--- src/rtl/hazard_fwd_ctrl.sv ---
`default_nettype none
// ============================================================================
// Module   : hazard_fwd_ctrl
// Purpose  : Pipeline hazard detection, operand forwarding select and
//            stall/flush control with a saturating stall performance counter.
// Revision : 1.0 - initial release
// ============================================================================
module hazard_fwd_ctrl #(
  parameter int AW     = 5,
  parameter int FWD_EN = 1,
  parameter int CNT_W  = 32
) (
  input  logic             clk,
  input  logic             rst_n,
  input  logic [AW-1:0]    id_rs1,
  input  logic [AW-1:0]    id_rs2,
  input  logic             id_rs1_rd,
  input  logic             id_rs2_rd,
  input  logic [AW-1:0]    ex_rd,
  input  logic [AW-1:0]    mem_rd,
  input  logic [AW-1:0]    wb_rd,
  input  logic             ex_we,
  input  logic             mem_we,
  input  logic             wb_we,
  input  logic             ex_is_load,
  input  logic             branch_taken,
  input  logic             clr_cnt,
  output logic             stall_if,
  output logic             stall_id,
  output logic             flush_id,
  output logic             flush_ex,
  output logic [1:0]       fwd_rs1_sel,
  output logic [1:0]       fwd_rs2_sel,
  output logic [CNT_W-1:0] stall_cnt
);

  typedef enum logic [0:0] {
    IDLE = 1'b0,
    HOLD = 1'b1
  } state_t;

  state_t           state_q, state_d;
  logic [1:0]       rem_q, rem_d;
  logic [CNT_W-1:0] stall_cnt_q, stall_cnt_d;

  logic       m1_ex, m1_mem, m1_wb;
  logic       m2_ex, m2_mem, m2_wb;
  logic [1:0] fwd_rs1_raw, fwd_rs2_raw;
  logic [1:0] depth;
  logic       stall;

  // Priority encode a forwarding source: nearest producer wins.
  function automatic logic [1:0] fwd_sel(input logic m_ex, input logic m_mem,
                                         input logic m_wb);
    logic [1:0] s;
    s = 2'b00;
    if (m_ex)       s = 2'b01;
    else if (m_mem) s = 2'b10;
    else if (m_wb)  s = 2'b11;
    return s;
  endfunction

  // Source/destination match per stage; register x0 is never a dependency.
  always_comb begin
    m1_ex  = id_rs1_rd & ex_we  & (ex_rd  == id_rs1) & (id_rs1 != '0);
    m1_mem = id_rs1_rd & mem_we & (mem_rd == id_rs1) & (id_rs1 != '0);
    m1_wb  = id_rs1_rd & wb_we  & (wb_rd  == id_rs1) & (id_rs1 != '0);
    m2_ex  = id_rs2_rd & ex_we  & (ex_rd  == id_rs2) & (id_rs2 != '0);
    m2_mem = id_rs2_rd & mem_we & (mem_rd == id_rs2) & (id_rs2 != '0);
    m2_wb  = id_rs2_rd & wb_we  & (wb_rd  == id_rs2) & (id_rs2 != '0);
  end

  generate
    if (FWD_EN != 0) begin : g_fwd
      // Forwarding mode: only a load in EX cannot be bypassed (one-cycle hazard).
      always_comb begin
        fwd_rs1_raw = fwd_sel(m1_ex & ~ex_is_load, m1_mem, m1_wb);
        fwd_rs2_raw = fwd_sel(m2_ex & ~ex_is_load, m2_mem, m2_wb);
        depth       = (ex_is_load & (m1_ex | m2_ex)) ? 2'd1 : 2'd0;
      end
    end else begin : g_stall
      // Stall-only mode: wait until the producer has written the register file.
      always_comb begin
        fwd_rs1_raw = 2'b00;
        fwd_rs2_raw = 2'b00;
        depth       = 2'd0;
        if (m1_ex | m2_ex)        depth = 2'd3;
        else if (m1_mem | m2_mem) depth = 2'd2;
        else if (m1_wb | m2_wb)   depth = 2'd1;
      end
    end
  endgenerate

  // Stall FSM next state: branch redirect overrides, HOLD ignores new hazards.
  always_comb begin
    state_d = state_q;
    rem_d   = rem_q;
    stall   = 1'b0;
    if (branch_taken) begin
      state_d = IDLE;
      rem_d   = 2'd0;
    end else if (state_q == HOLD) begin
      stall = 1'b1;
      rem_d = rem_q - 2'd1;
      if (rem_q == 2'd1) begin
        state_d = IDLE;
      end
    end else if (depth != 2'd0) begin
      stall = 1'b1;
      if (depth > 2'd1) begin
        state_d = HOLD;
        rem_d   = depth - 2'd1;
      end else begin
        rem_d = 2'd0;
      end
    end
  end

  // Stall counter next value: clear wins, otherwise saturating increment.
  always_comb begin
    stall_cnt_d = stall_cnt_q;
    if (clr_cnt) begin
      stall_cnt_d = '0;
    end else if (stall && (stall_cnt_q != {CNT_W{1'b1}})) begin
      stall_cnt_d = stall_cnt_q + {{(CNT_W-1){1'b0}}, 1'b1};
    end
  end

  // State, remaining-stall count and performance counter registers.
  always_ff @(posedge clk or negedge rst_n) begin
    if (!rst_n) begin
      state_q     <= IDLE;
      rem_q       <= 2'd0;
      stall_cnt_q <= '0;
    end else begin
      state_q     <= state_d;
      rem_q       <= rem_d;
      stall_cnt_q <= stall_cnt_d;
    end
  end

  // Outputs are gated by reset so they drop immediately, without a clock.
  always_comb begin
    stall_if    = rst_n & stall;
    stall_id    = rst_n & stall;
    flush_id    = rst_n & branch_taken;
    flush_ex    = rst_n & (stall | branch_taken);
    fwd_rs1_sel = rst_n ? fwd_rs1_raw : 2'b00;
    fwd_rs2_sel = rst_n ? fwd_rs2_raw : 2'b00;
    stall_cnt   = stall_cnt_q;
  end

endmodule
`default_nettype wire
--- config.mk ---
export PLATFORM = sky130hd
export DESIGN_NAME = hazard_fwd_ctrl
export DESIGN_NICKNAME = d
export VERILOG_FILES = /design/src/rtl/hazard_fwd_ctrl.sv
export SDC_FILE = /design/constraint.sdc
export NUM_CORES = 1
export LEC_CHECK = 0
export CAP_MARGIN = 20
export CORE_MARGIN = 2
export CORE_UTILIZATION = 48
export DETAILED_ROUTE_END_ITERATION = 7
export PLACE_DENSITY_LB_ADDON = 0.12
export SLEW_MARGIN = 20
export SYNTH_ARGS = -nofsm -noshare
export SYNTH_HDL_FRONTEND = slang
export SYNTH_SLANG_ARGS = --single-unit
--- constraint.sdc ---
create_clock -name clk -period 2.65 [get_ports clk]
set_clock_uncertainty 0.05 [all_clocks]
set_input_delay 0.53 -clock clk [delete_from_list [all_inputs] [get_ports clk]]
set_output_delay 0.53 -clock clk [all_outputs]
set_load 0.01 [all_outputs]
Word-level counts from Yosys, hierarchy flattened
Cells that the tools add are included.

word-level totals
  register bits after elaboration = 35
  bits in latches = 0
  RAM bits = 0
  memory bits (read-only) = 0
  input port bits = 35
  output and inout bits = 40
  word-level logic and storage cells = 71
  memories = 0

operators by class
  add/subtract/negate cells = 3
  multiply operators = 0
  divide/modulo/power cells = 0
  magnitude comparators = 1
  equal/unequal tests = 8
  shifts and indexed selects = 0
  multiplexer cells = 23
  bitwise logic cells = 27
  reduce and logical (&&, ||, !) cells = 6

operator list
  kind                   count
  $mux 32                2
  $add 32x1->32 const B  1
  $ne 32x32->1 const B   1
  $eq 5x5->1             6
  $and 1x1->1            24
  $mux 2                 12
  $reduce_bool 5->1      2
  $mux 1                 9
  $reduce_bool 2->1      2
  $reduce_bool 3->1      1
  $eq 2x1->1 const B     1
  $or 1x1->1             2
  $sub 1x1->2 const B    1
  $sub 2x1->2 const B    1
  $gt 1x1->1 const B     1
  $logic_and 1x1->1      1
  $not 1->1              1

Longest topological paths before layout
  word-level depth = 13
  mapped depth = 9
  depth with buffers taken out = 7

Worst setup path before layout
Ideal clock, no wire load.

  kind = input-to-output
  from = input port id_rs1[0]
  to = output port stall_if
  arrival time = 2.001 ns
  required time = 2.070 ns
  path slack = 0.069 ns
  stages = 7
  buffers on the path = 1
  path through = or4_1 o21ai_2 nor3_2 o21ai_0 nand2b_1 and3b_1 buf_4

on the way
  longest elaborated chain between the ends = 11
  elaborated cells between the ends (all ways) = 12
  those cells by class = eq/ne (1); mux (4); bitwise (5); reduce/logical (2)

ends and longest elaborated chain
  item                   RTL line  source
  start: declaration     15        input logic [AW-1:0] id_rs1,
  $eq 5x5->1             65        m1_ex = id_rs1_rd & ex_we & (ex_rd == id_rs1) & (id_rs1 != '0);
  $and 1x1->1            65
  $and 1x1->1 (*)        65
  $or 1x1->1 (*)         79        depth = (ex_is_load & (m1_ex | m2_ex)) ? 2'd1 : 2'd0;
  $and 1x1->1 (*)        79
  $mux 1 (*)             79
  $reduce_bool 2->1 (*)  108       end else if (depth != 2'd0) begin
  $mux 1 (*)             108
  $mux 1 (*)             102       end else if (state_q == HOLD) begin
  $mux 1 (*)             99        if (branch_taken) begin
  $and 1x1->1 (*)        n/a
  end: declaration       28        output logic stall_if,

Every way passes the cells marked *; elsewhere a longest branch is shown, timed or not.

Worst setup path after layout
  from = input port id_rs1[4]
  to = output port fwd_rs1_sel[1]

on the way
  longest elaborated chain between the ends = 7
  elaborated cells between the ends (all ways) = 15
  those cells by class = eq/ne (3); mux (4); bitwise (7); reduce/logical (1)

ends and longest elaborated chain
  item                      RTL line  source
  $eq 5x5->1                67        m1_wb = id_rs1_rd & wb_we & (wb_rd == id_rs1) & (id_rs1 != '0);
  $and 1x1->1 (2 in a row)  67
  $mux 2                    59        else if (m_wb) s = 2'b11;
  $mux 2                    58        else if (m_mem) s = 2'b10;
  $mux 2 (*)                57        if (m_ex) s = 2'b01;
  $mux 2 (*)                148       fwd_rs1_sel = rst_n ? fwd_rs1_raw : 2'b00;
  end: declaration          32        output logic [1:0] fwd_rs1_sel,

Marked as above.

==> results_dict.tcl <==
set metrics [dict create \
    prevailing_post_synth_register_cell "dfrtp_1" \
    dpl.hpwl_um 5383 \
    report.final.hold_viol_count 0 \
    post-route-drc-count 0 \
    max_slew.worst_pin.slew_ns 0.5425 \
    die_w_um 77.62 \
    placedInstanceArea_um2 3617 \
    drv.max_cap_violation_count 0 \
    timing_worst_setup_path_type "in2out" \
    critical_path.startpoint_type "primary input" \
    slew_violations 0 \
    first_global_vias 2722 \
    synthDominantCellAreaShare_pct 33.67 \
    design.core.area_um2 5172 \
    clkSinkCount 35 \
    timing.hold.ws_ns 0.05190 \
    maxClockFrequency_mhz 386.9 \
    count_of_filler_cells_inserted_in_the_layout 406 \
    arrival_ns 2.00 \
    number_of_flops_mapped_to_enable_cells_by_yosys 0 \
    place.gp.congestion 0.9317 \
    ctsLongestPathBuffers 2 \
    remaining_overflow_grt 0 \
    routed_via_density 5.727 \
    grt_max_degree 32 \
    final.min_clock_period_ns 2.584 \
    average_size_of_a_mapped_cell_um2 8.848 \
    placement.io_buffers 74 \
    synth.yosys.seq_area_share_pct 33.67 \
    crit_path_end_kind "output pin" \
    numCtsBuffers 5 \
    syn_area_um2 2601 \
    crit_path_max_fanout 2 \
    layout_worst_path_cycle_share_pct 97.53 \
    synth.top_cells.by_area "dfrtp_1 34%, xnor2_1 7.4%, a21oi_1 4.2%" \
    synth.yosys.warnings 0 \
    postSynthNetCount 331 \
    timing.final.setup_violations 0 \
    insertedDiodeCount 0 \
    drive_above_1_share_pct 22.49 \
    synth.largest_area_cell "dfrtp_1" \
    hp-class "in2async" \
    synth_cells 294 \
    clk-insertion-delay-late_ns 0.29 \
    multi_input_comb_area_um2 1648 \
    wire_per_inst_um 15.40 \
    global_route.usage.total_pct 25.02 \
    asyncSetResetFlopFracSynth_pct 100.0 \
    via_count 2743 \
    dr.first_iter.drc_count 217 \
    initial_core_util_pct 50.29 \
    ios 75 \
    drt-pass1-iter-count 4 \
    cts-htree-levels 2 \
    fin_area_um2 3790 \
    fp.dieH_um 77.62 \
    netlist-cell-type-count 50 \
    register_area_um2 875.8 \
    clk_root_buffer_cell "clkbuf_8" \
    slew_headroom_pct 63.53 \
    clk_pin_slew_worst_paths_ns 0.08 \
    area_growth_pct 45.69 \
    drtAntennaViolNets 0 \
    ys_ff_latch 35 \
    die_area_um2 6024 \
    run_status "finished, final reports clean" \
    ir_worst_vdd_v 0.0001992 \
    tritoncts "yes" \
    wl_um 7378 \
    first_pass_grt_wire_length_um 12400 \
    finalNetCount 445 \
    timing.critical_path.required_ns 2.07 \
    leakagePower_nw 1.502 \
    power_per_cell_area_nw_per_um2 312.5 \
    grt_antenna_before_repair 0 \
    placement_rows 26 \
]
## repair_timing
action                                  4_1_cts  5_1_grt
endpoints found under the setup margin        7       10
resized for setup                            66       15
hold buffers                                  0        0
buffers inserted                              4        5
pin swaps                                    13       16
## cell usage after synthesis (5+ instances only)
cell     instances
or3_1           12
dfrtp_1         35
o31ai_1         13
nand3_1         15
inv_1            9
nand2_1         18
nand4_1         16
xor2_1           9
and3_1           5
xnor2_1         22
nor4_1           7
a21oi_2          6
o21ai_1         11
nor2_1          20
or4_1           13
a21oi_1         22
## layer usage
layer / GRT usage, % / vias to the layer above / part of all wire (%)
met1: 30.48 / 1280 / 42
met4: 6.786 / 0 / 1.8
met2: 44.57 / 117 / 50
li1: - / 1331 / -
met3: 5.116 / 15 / 6.1
met5: 0 / - / 0
## cells in the final DEF, fill, tap and decap left out, types with 3 or more instances in the layout
cell / netlist / routed
nand4_1: 16 / 16
o21ai_1: 11 / 13
clkdlybuf4s50_1: 0 / 45
and4_1: 3 / 3
buf_4: 1 / 42
xnor2_1: 22 / 22
nor2_1: 20 / 20
o31ai_1: 13 / 13
or3_1: 12 / 12
and2_1: 3 / 3
inv_1: 9 / 9
and3b_1: 3 / 3
nor4_1: 7 / 3
dlymetal6s2s_1: 0 / 6
dlygate4sd2_1: 0 / 7
clkbuf_8: 0 / 7
clkbuf_2: 0 / 3
nand2b_1: 3 / 3
buf_6: 4 / 3
nand3_1: 15 / 15
dfrtp_1: 35 / 35
and3_1: 5 / 5
a21oi_2: 6 / 6
or4_1: 13 / 12
nor4_2: 3 / 5
xor2_1: 9 / 9
buf_2: 3 / 12
a21oi_1: 22 / 22
nor2b_1: 4 / 4
nand2_1: 18 / 18
## through the flow
step / instances / utilization, % / TNS (ns) / setup WS [ns] / total power, W
after floorplan: 294 / - / 0 / 0.06916 / 0.0006142
after global placement: 462 / 69.93 / -9.193 / -0.6466 / 0.0007355
after detailed placement: 462 / 69.93 / -10.98 / -0.6877 / 0.0007390
after CTS: 474 / 72.01 / 0 / 0.003599 / 0.001176
after global routing: 479 / 73.27 / -0.007643 / -0.004062 / 0.001227
final: 479 / 73.27 / 0 / 0.06554 / 0.001184
## final cells by class
| type | count | area share, % |
|---|---|---|
| repair buffers | 120 | 27.47 |
| flip-flops and latches | 35 | 23.11 |
| clock buffers | 7 | 2.542 |
| well taps | 70 | 2.311 |
| inverters | 9 | 0.8914 |
| clock inverters | 1 | 0.1981 |
| multi-input cells | 237 | 43.48 |
## flip-flops by register name, summed over array words and instances, names as in the netlist
register and flops:
state_q 1, rem_q 2, stall_cnt 32
## worst max-delay path, cell delays in order
cell     delay [ns]
buf_2          0.11
or4_4          0.54
o21ai_4        0.18
buf_6          0.13
nor2_1         0.04
nand3_1        0.09
o21ai_0        0.09
and3b_1        0.16
buf_2          0.14
## where the power goes
part	internal (W)	switching, W	leakage [nW]
registers	0.000534	0.000000152	0.489
clock network	0.000237	0.000208	0.0505
logic	0.000107	0.0000987	0.962
total	0.000877	0.000307	1.50
## logic make-up (layout without fill, tap and decap cells)
group	after synthesis	count (layout)	share of synthesized area, %
adder cells (fa/ha/maj)	2	2	0.9618
buffers and inverters	22	137	5.050
AO/OA/AOI/OAI	67	67	17.56
AND/OR/NAND/NOR	134	134	30.88
flip-flops	35	35	33.67
XOR/XNOR	31	31	10.44
multiplexers	3	3	1.443
## path summary, 6_finish.rpt
path	depth (start not counted)	startpoint	slack [ns]	to
hold reg to reg	1	rem_q[0]	0.47	rem_q[0]
setup / recovery	9	id_rs1[4]	0.07	fwd_rs1_sel[1]
setup reg to reg	8	stall_cnt[0]	0.29	stall_cnt[19]
max in group asynchronous	2	rst_n	1.82	stall_cnt[1]
hold / removal	1	rst_n	0.05	stall_cnt[26]
min in group clk	1	rem_q[0]	0.47	rem_q[0]
Note: power is estimated with default switching activity, not from simulation.
==> RTL edit 1, RTL diff (same settings) <==
Make the reset (`rst_n`) synchronous in one clocked block.
--- a/src/rtl/hazard_fwd_ctrl.sv
+++ b/src/rtl/hazard_fwd_ctrl.sv
@@ -127,7 +127,7 @@
   end
 
   // State, remaining-stall count and performance counter registers.
-  always_ff @(posedge clk or negedge rst_n) begin
+  always_ff @(posedge clk) begin
     if (!rst_n) begin
       state_q     <= IDLE;
       rem_q       <= 2'd0;
Check against the original RTL: differs if rst_n is asserted again (counterexample within 4 cycles, from zero or initial values and one cycle with rst_n low); with rst_n held inactive, the same outputs for 10 cycles.
==> RTL edit 1 against the unedited design <==
The run now ends with setup timing left. Final area rose by 2.1%. Sequential cell count did not move. Setup slack got worse by 0.13 ns. Synthesized area fell by 2.7%. Total power fell by 1.7%. Largest cell class unchanged. Critical path type unchanged. Sequential power fell by 1%. Sequential share of layout area fell by 5.0 points. Wire length rose by 16%. Largest power group unchanged. Final cell count rose by 5.6%.
==> RTL edit 1: results (changes against the unedited design) <==
----------------------------------------------------
[Status]
  Status ... complete, but fails checks (was finished clean)
  Failing checks ... setup timing

[Route]
  Total vias in the final route ... 3,050 (was 2,743)
  Final WL ... 8.533 mm (was 7.378 mm)
  First-pass iteration count of the detailed router ... 5 (was 4)

[Synth]
  Count of different cell masters after synthesis ... 49 (was 50)
  Fraction of the mapped netlist area in adder cells ... 0.9891% (was 0.9620%)
  Portion of the post-synthesis area used by sequential elements ... 27.70% (was 33.67%)
  Proportion of synthesized area in mux cells ... 1.978% (was 1.443%)
  Mean Syn Cell Area ... 8.032 um2 (was 8.848 um2)
  Synth cell count leaders ... 35 x dfxtp_1, 26 x a21oi_1, 22 x nand3_1 (was 35 x dfrtp_1, 22 x a21oi_1, 22 x xnor2_1)
  Area share of the largest cell type after synthesis ... 27.70% (was 33.67%)
  Nets in the synthesized netlist ... 352 (was 331)

[Layout]
  Share of cells above drive strength 1 ... 24.54% (was 22.49%)
  Non-filler cells, final ... 506 (was 479)

[Critical path]
  Start of the worst register-to-register path ... stall_cnt[0]$_SDFFE_PP0P_ (was stall_cnt[0]$_DFFE_PN0P_)
  Largest fanout on the critical path ... 3 (was 2)
  Arrival time of data at the critical path endpoint ... 2.13 ns (was 2.00 ns)

[Timing]
  Least setup slack across all paths after layout ... -0.05963 ns (was 0.06554 ns)
  Setup Total Neg Slack ... -0.2557 ns (was 0 ns)
  Least-Margin Pin Slew ... 0.6021 ns (was 0.5425 ns)
  Number of endpoints failing setup at the final stage ... 7 (was 0)

[Placement]
  Routability congestion estimate ... 0.8771 (was 0.9317)
  Placement Setup Slack ... -0.8139 ns (was -0.6877 ns)
  DPL Wire Length ... 5.770 mm (was 5.383 mm)

[Min path]
  Worst min-delay path category ... reg -> reg (was in -> async)

[GRT]
  First-pass GRT wire length ... 13.90 mm (was 12.40 mm)
  GRT Resource Usage Total ... 28.73% (was 25.02%)
  Vias in the first global route ... 2,993 (was 2,722)
  Largest net degree at the start of global routing ... 40 (was 32)

[Power]
  Internal power summed over all cells ... 0.0008519 W (was 0.0008772 W)

----------------------------------------------------
-- RTL edit 1: changes by cell type after synthesis, sizes merged, moves of 4 or more --
cell / change
dfrtp: -35
nand4b: +4
inv: -4
nand2b: +7
xor2: +7
nand3: +7
nor3: +5
xnor2: -8
or3: -6
mux2i: +5
dfxtp: +35
o21ai: -5
-- RTL edit 1: worst max-delay path by stage --
stage | start | depth (start not counted) | end
floorplan | id_rs1[0] | 6 | stall_if
global placement | id_rs2[4] | 8 | stall_id
detailed placement | id_rs1[3] | 7 | stall_id
CTS | id_rs1[3] | 8 | stall_id
global route | id_rs1[0] | 11 | fwd_rs1_sel[0]
finish | id_rs1[3] | 8 | flush_ex
-- RTL edit 1: what timing repair did --
action / 4_1_cts / 5_1_grt
buffers inserted: 13 / 0
endpoints found under the setup margin: 33 / 12
cloned: 1 / 0
gates resized for setup: 101 / 18
pin swaps: 20 / 4
-- RTL edit 1: layer usage --
metal  track usage, %  wire [um]  vias to the layer above
met5                0          0                        -
met4            12.36        190                        0
met3            4.502        392                       20
met2            50.09       4344                      139
met1            34.95       3605                     1450
li1                 -          -                     1441
-- RTL edit 1: cells by family (layout without fill, tap and decap cells) --
logic type               count (synthesis)  in the layout
AO/OA/AOI/OAI                           70             70
adder cells (fa/ha/maj)                  2              2
XOR/XNOR                                30             30
AND/OR/NAND/NOR                        153            153
flip-flops                              35             35
multiplexers                             5              5
buffers and inverters                   20            141
-- RTL edit 1: cell type report --
cell class | instances | area share (%)
clock buffers | 6 | 2.134
clock inverters | 1 | 0.1293
inverters | 5 | 0.4850
multi-input cells | 260 | 46.88
flip-flops and latches | 35 | 18.11
well taps | 70 | 2.263
repair buffers | 129 | 30.00
-- RTL edit 1: through the flow --
| stage | instance area (um2) | util [%] |
|---|---|---|
| global placement | 3623 | 70.95 |
| global route | 3870 | 75.77 |
| CTS | 3832 | 75.04 |
| finish | 3870 | 75.77 |
| floorplan | 2530 | - |
| detailed placement | 3623 | 70.95 |
-- RTL edit 1: power groups by stage --
stage,registers [W],logic [W],clock network (W)
after global placement,0.000538,0.000200,0
after CTS,0.000526,0.000216,0.000401
after global routing,0.000525,0.000246,0.000425
final,0.000526,0.000233,0.000405
after detailed placement,0.000538,0.000205,0
after floorplan,0.000538,0.0000768,0
-- RTL edit 1: tightest hold or removal path, stage by stage (launching register included) --
cell and delay, ns:
dfxtp_1 0.34, nand2_1 0.06, mux2i_1 0.05
==> RTL edit 2, RTL diff (same flow settings) <==
Made on the original files. Set the parameter `CNT_W` to 48 (it was 32).
--- a/src/rtl/hazard_fwd_ctrl.sv
+++ b/src/rtl/hazard_fwd_ctrl.sv
@@ -8,7 +8,7 @@
 module hazard_fwd_ctrl #(
   parameter int AW     = 5,
   parameter int FWD_EN = 1,
-  parameter int CNT_W  = 32
+  parameter int CNT_W  = 48
 ) (
   input  logic             clk,
   input  logic             rst_n,
Interface: changed (resized stall_cnt); port bits go from 75 to 91. The function was not compared with the original's and may differ.
==> RTL edit 2 against the unedited design <==
The run now ends with setup timing left. Worst hold slack gained 0.31 ns. Global-route usage grew 1.7 points. Sequential cell count grew 16. Synthesized cell count grew 39%. Setup slack lost 0.18 ns. Total power grew 30%. Sequential share of layout area shrank 0.38 points. Final area grew 48%. Critical path depth shrank 1. Synthesized area grew 37%. Wire length grew 60%. Critical path type is now in -> reg. Critical endpoint is now stall_cnt[34]$_DFFE_PN0P_.
==> RTL edit 2: results (changes against the unedited design) <==
----------------------------------------------------
[Power]
  Worst VDD drop ... 0.1998 mV (was 0.1992 mV)
  Switching part of the total power ... 24.45% (was 25.94%)
  Clock power frac ... 35.7% (was 37.6%)

[Timing]
  Max-slew headroom ... 49.58% (was 63.53%)
  Least setup slack across all paths after layout ... -0.1129 ns (was 0.06554 ns)
  Number of endpoints failing setup at the final stage ... 15 (was 0)
  Setup Total Neg Slack ... -0.6032 ns (was 0 ns)

[Layout]
  Number of flip-flops under the largest register name ... 48 (was 32)
  Fill count ... 508 (was 406)
  Share of cells above drive strength 1 ... 36.27% (was 22.49%)

[Synth]
  Cells taking the most area after synthesis ... dfrtp_1 36%, xor2_1 4.9%, a21oi_1 4.6%, mux2_2 4.4%, or4_1 4.4% (was dfrtp_1 34%, xnor2_1 7.4%, a21oi_1 4.2%, nand4_1 3.8%, o31ai_1 3.8%)
  Mean Syn Cell Area ... 8.728 um2 (was 8.848 um2)
  Portion of the post-synthesis area used by sequential elements ... 35.75% (was 33.67%)
  Synth cell count leaders ... 51 x dfrtp_1, 34 x nor2_1, 33 x a21oi_1 (was 35 x dfrtp_1, 22 x a21oi_1, 22 x xnor2_1)
  Nets in the synthesized netlist ... 446 (was 331)

[Status]
  Failing checks ... setup timing
  Status ... complete, but fails checks (was finished clean)

[GRT]
  Largest net degree at the start of global routing ... 52 (was 32)

[Critical path]
  Arrival time of data at the critical path endpoint ... 2.94 ns (was 2.00 ns)
  Largest fanout on the critical path ... 12 (was 2)

[Route]
  Total vias in the final route ... 4,013 (was 2,743)
  First DRT Iteration DRCs ... 268 (was 217)
  First-pass iteration count of the detailed router ... 5 (was 4)
  WL per Instance ... 17.65 um (was 15.40 um)
  Vias/cell ... 6.016 (was 5.727)

[Clocking]
  CTS resizes ... 111 (was 66)
  Register clock-pin slew on the reported worst setup and hold paths ... 0.10 ns (was 0.08 ns)
  Post CTS Setup Buffer Count ... 13 (was 4)

[Placement]
  Number of port buffers ... 90 (was 74)
  Routability congestion estimate ... 0.8754 (was 0.9317)

----------------------------------------------------
==> RTL edit 2: cell types whose count changed after synthesis, sizes merged, moves of 5 or more <==
cell,before,now
a21oi,28,33
and4,3,9
clkbuf,4,17
dfrtp,35,51
mux2,3,14
nor2,20,34
nor2b,4,14
nor4,10,17
o2111ai,0,5
or4,14,21
xnor2,22,10
xor2,9,20
==> RTL edit 2: cell families (layout without fill, tap and decap cells) <==
logic type      Yosys count  in the layout  share of synthesized area (%)
compound gates           88             88                          16.02
simple gates            183            183                          30.77
xor+xnor                 30             30                          7.361
fa+ha+maj                 2              2                         0.7009
flops                    51             51                          35.75
buf+inv                  41            200                          4.977
mux                      14             14                          4.416
==> RTL edit 2: metal layers <==
metal | vias to the layer above | global-route usage (%) | wire, um
li1 | 1868 | - | -
met1 | 1950 | 36.27 | 5097
met2 | 168 | 44.61 | 5768
met3 | 27 | 3.940 | 653
met4 | 0 | 7.436 | 252
met5 | - | 0 | 0
==> RTL edit 2: final cells by class <==
type | count | area (um2) | area share [%]
Multi-Input combinational cell | 317 | 2511 | 44.68
Sequential cell | 51 | 1277 | 22.73
Timing Repair Buffer | 180 | 1556 | 27.69
Inverter | 12 | 45.04 | 0.8014
Clock buffer | 7 | 76.32 | 1.358
Clock inverter | 1 | 30.03 | 0.5343
Tap cell | 99 | 123.9 | 2.204
==> RTL edit 2: path summary, 6_finish.rpt <==
path / slack [ns] / startpoint / cells after the start / endpoint
max reg2reg: 0.06 / stall_cnt[0]$_DFFE_PN0P_ / 9 / stall_cnt[34]$_DFFE_PN0P_
min in group clk: 0.50 / rem_q[1]$_DFFE_PN0P_ / 2 / rem_q[1]$_DFFE_PN0P_
max in group asynchronous: 1.73 / rst_n / 2 / stall_cnt[0]$_DFFE_PN0P_
max: -0.11 / id_rs1_rd / 8 / stall_cnt[34]$_DFFE_PN0P_
min reg2reg: 0.50 / rem_q[1]$_DFFE_PN0P_ / 2 / rem_q[1]$_DFFE_PN0P_
min: 0.36 / rst_n / 2 / stall_cnt[0]$_DFFE_PN0P_
==> RTL edit 2: worst reg2reg max path: stages (launching register included) <==
cell	delay [ns]
dfrtp_2	0.37
ha_1	0.17
and4_4	0.26
nand4_4	0.10
or4_4	0.54
buf_4	0.16
nor2_2	0.10
buf_4	0.12
or4b_1	0.45
a21oi_1	0.18
==> RTL edit 2: through the flow <==
step	setup slack (ns)	cell area (um2)	hold slack (ns)	total power, W
after floorplan	-0.1074	3572	0.1844	0.0008578
after global placement	-0.8486	5032	0.4738	0.0009911
after detailed placement	-0.8421	5032	0.4891	0.0009937
after CTS	-0.07493	5300	0.3911	0.001537
after global routing	-0.1869	5620	0.4125	0.001599
final	-0.1129	5620	0.3590	0.001541
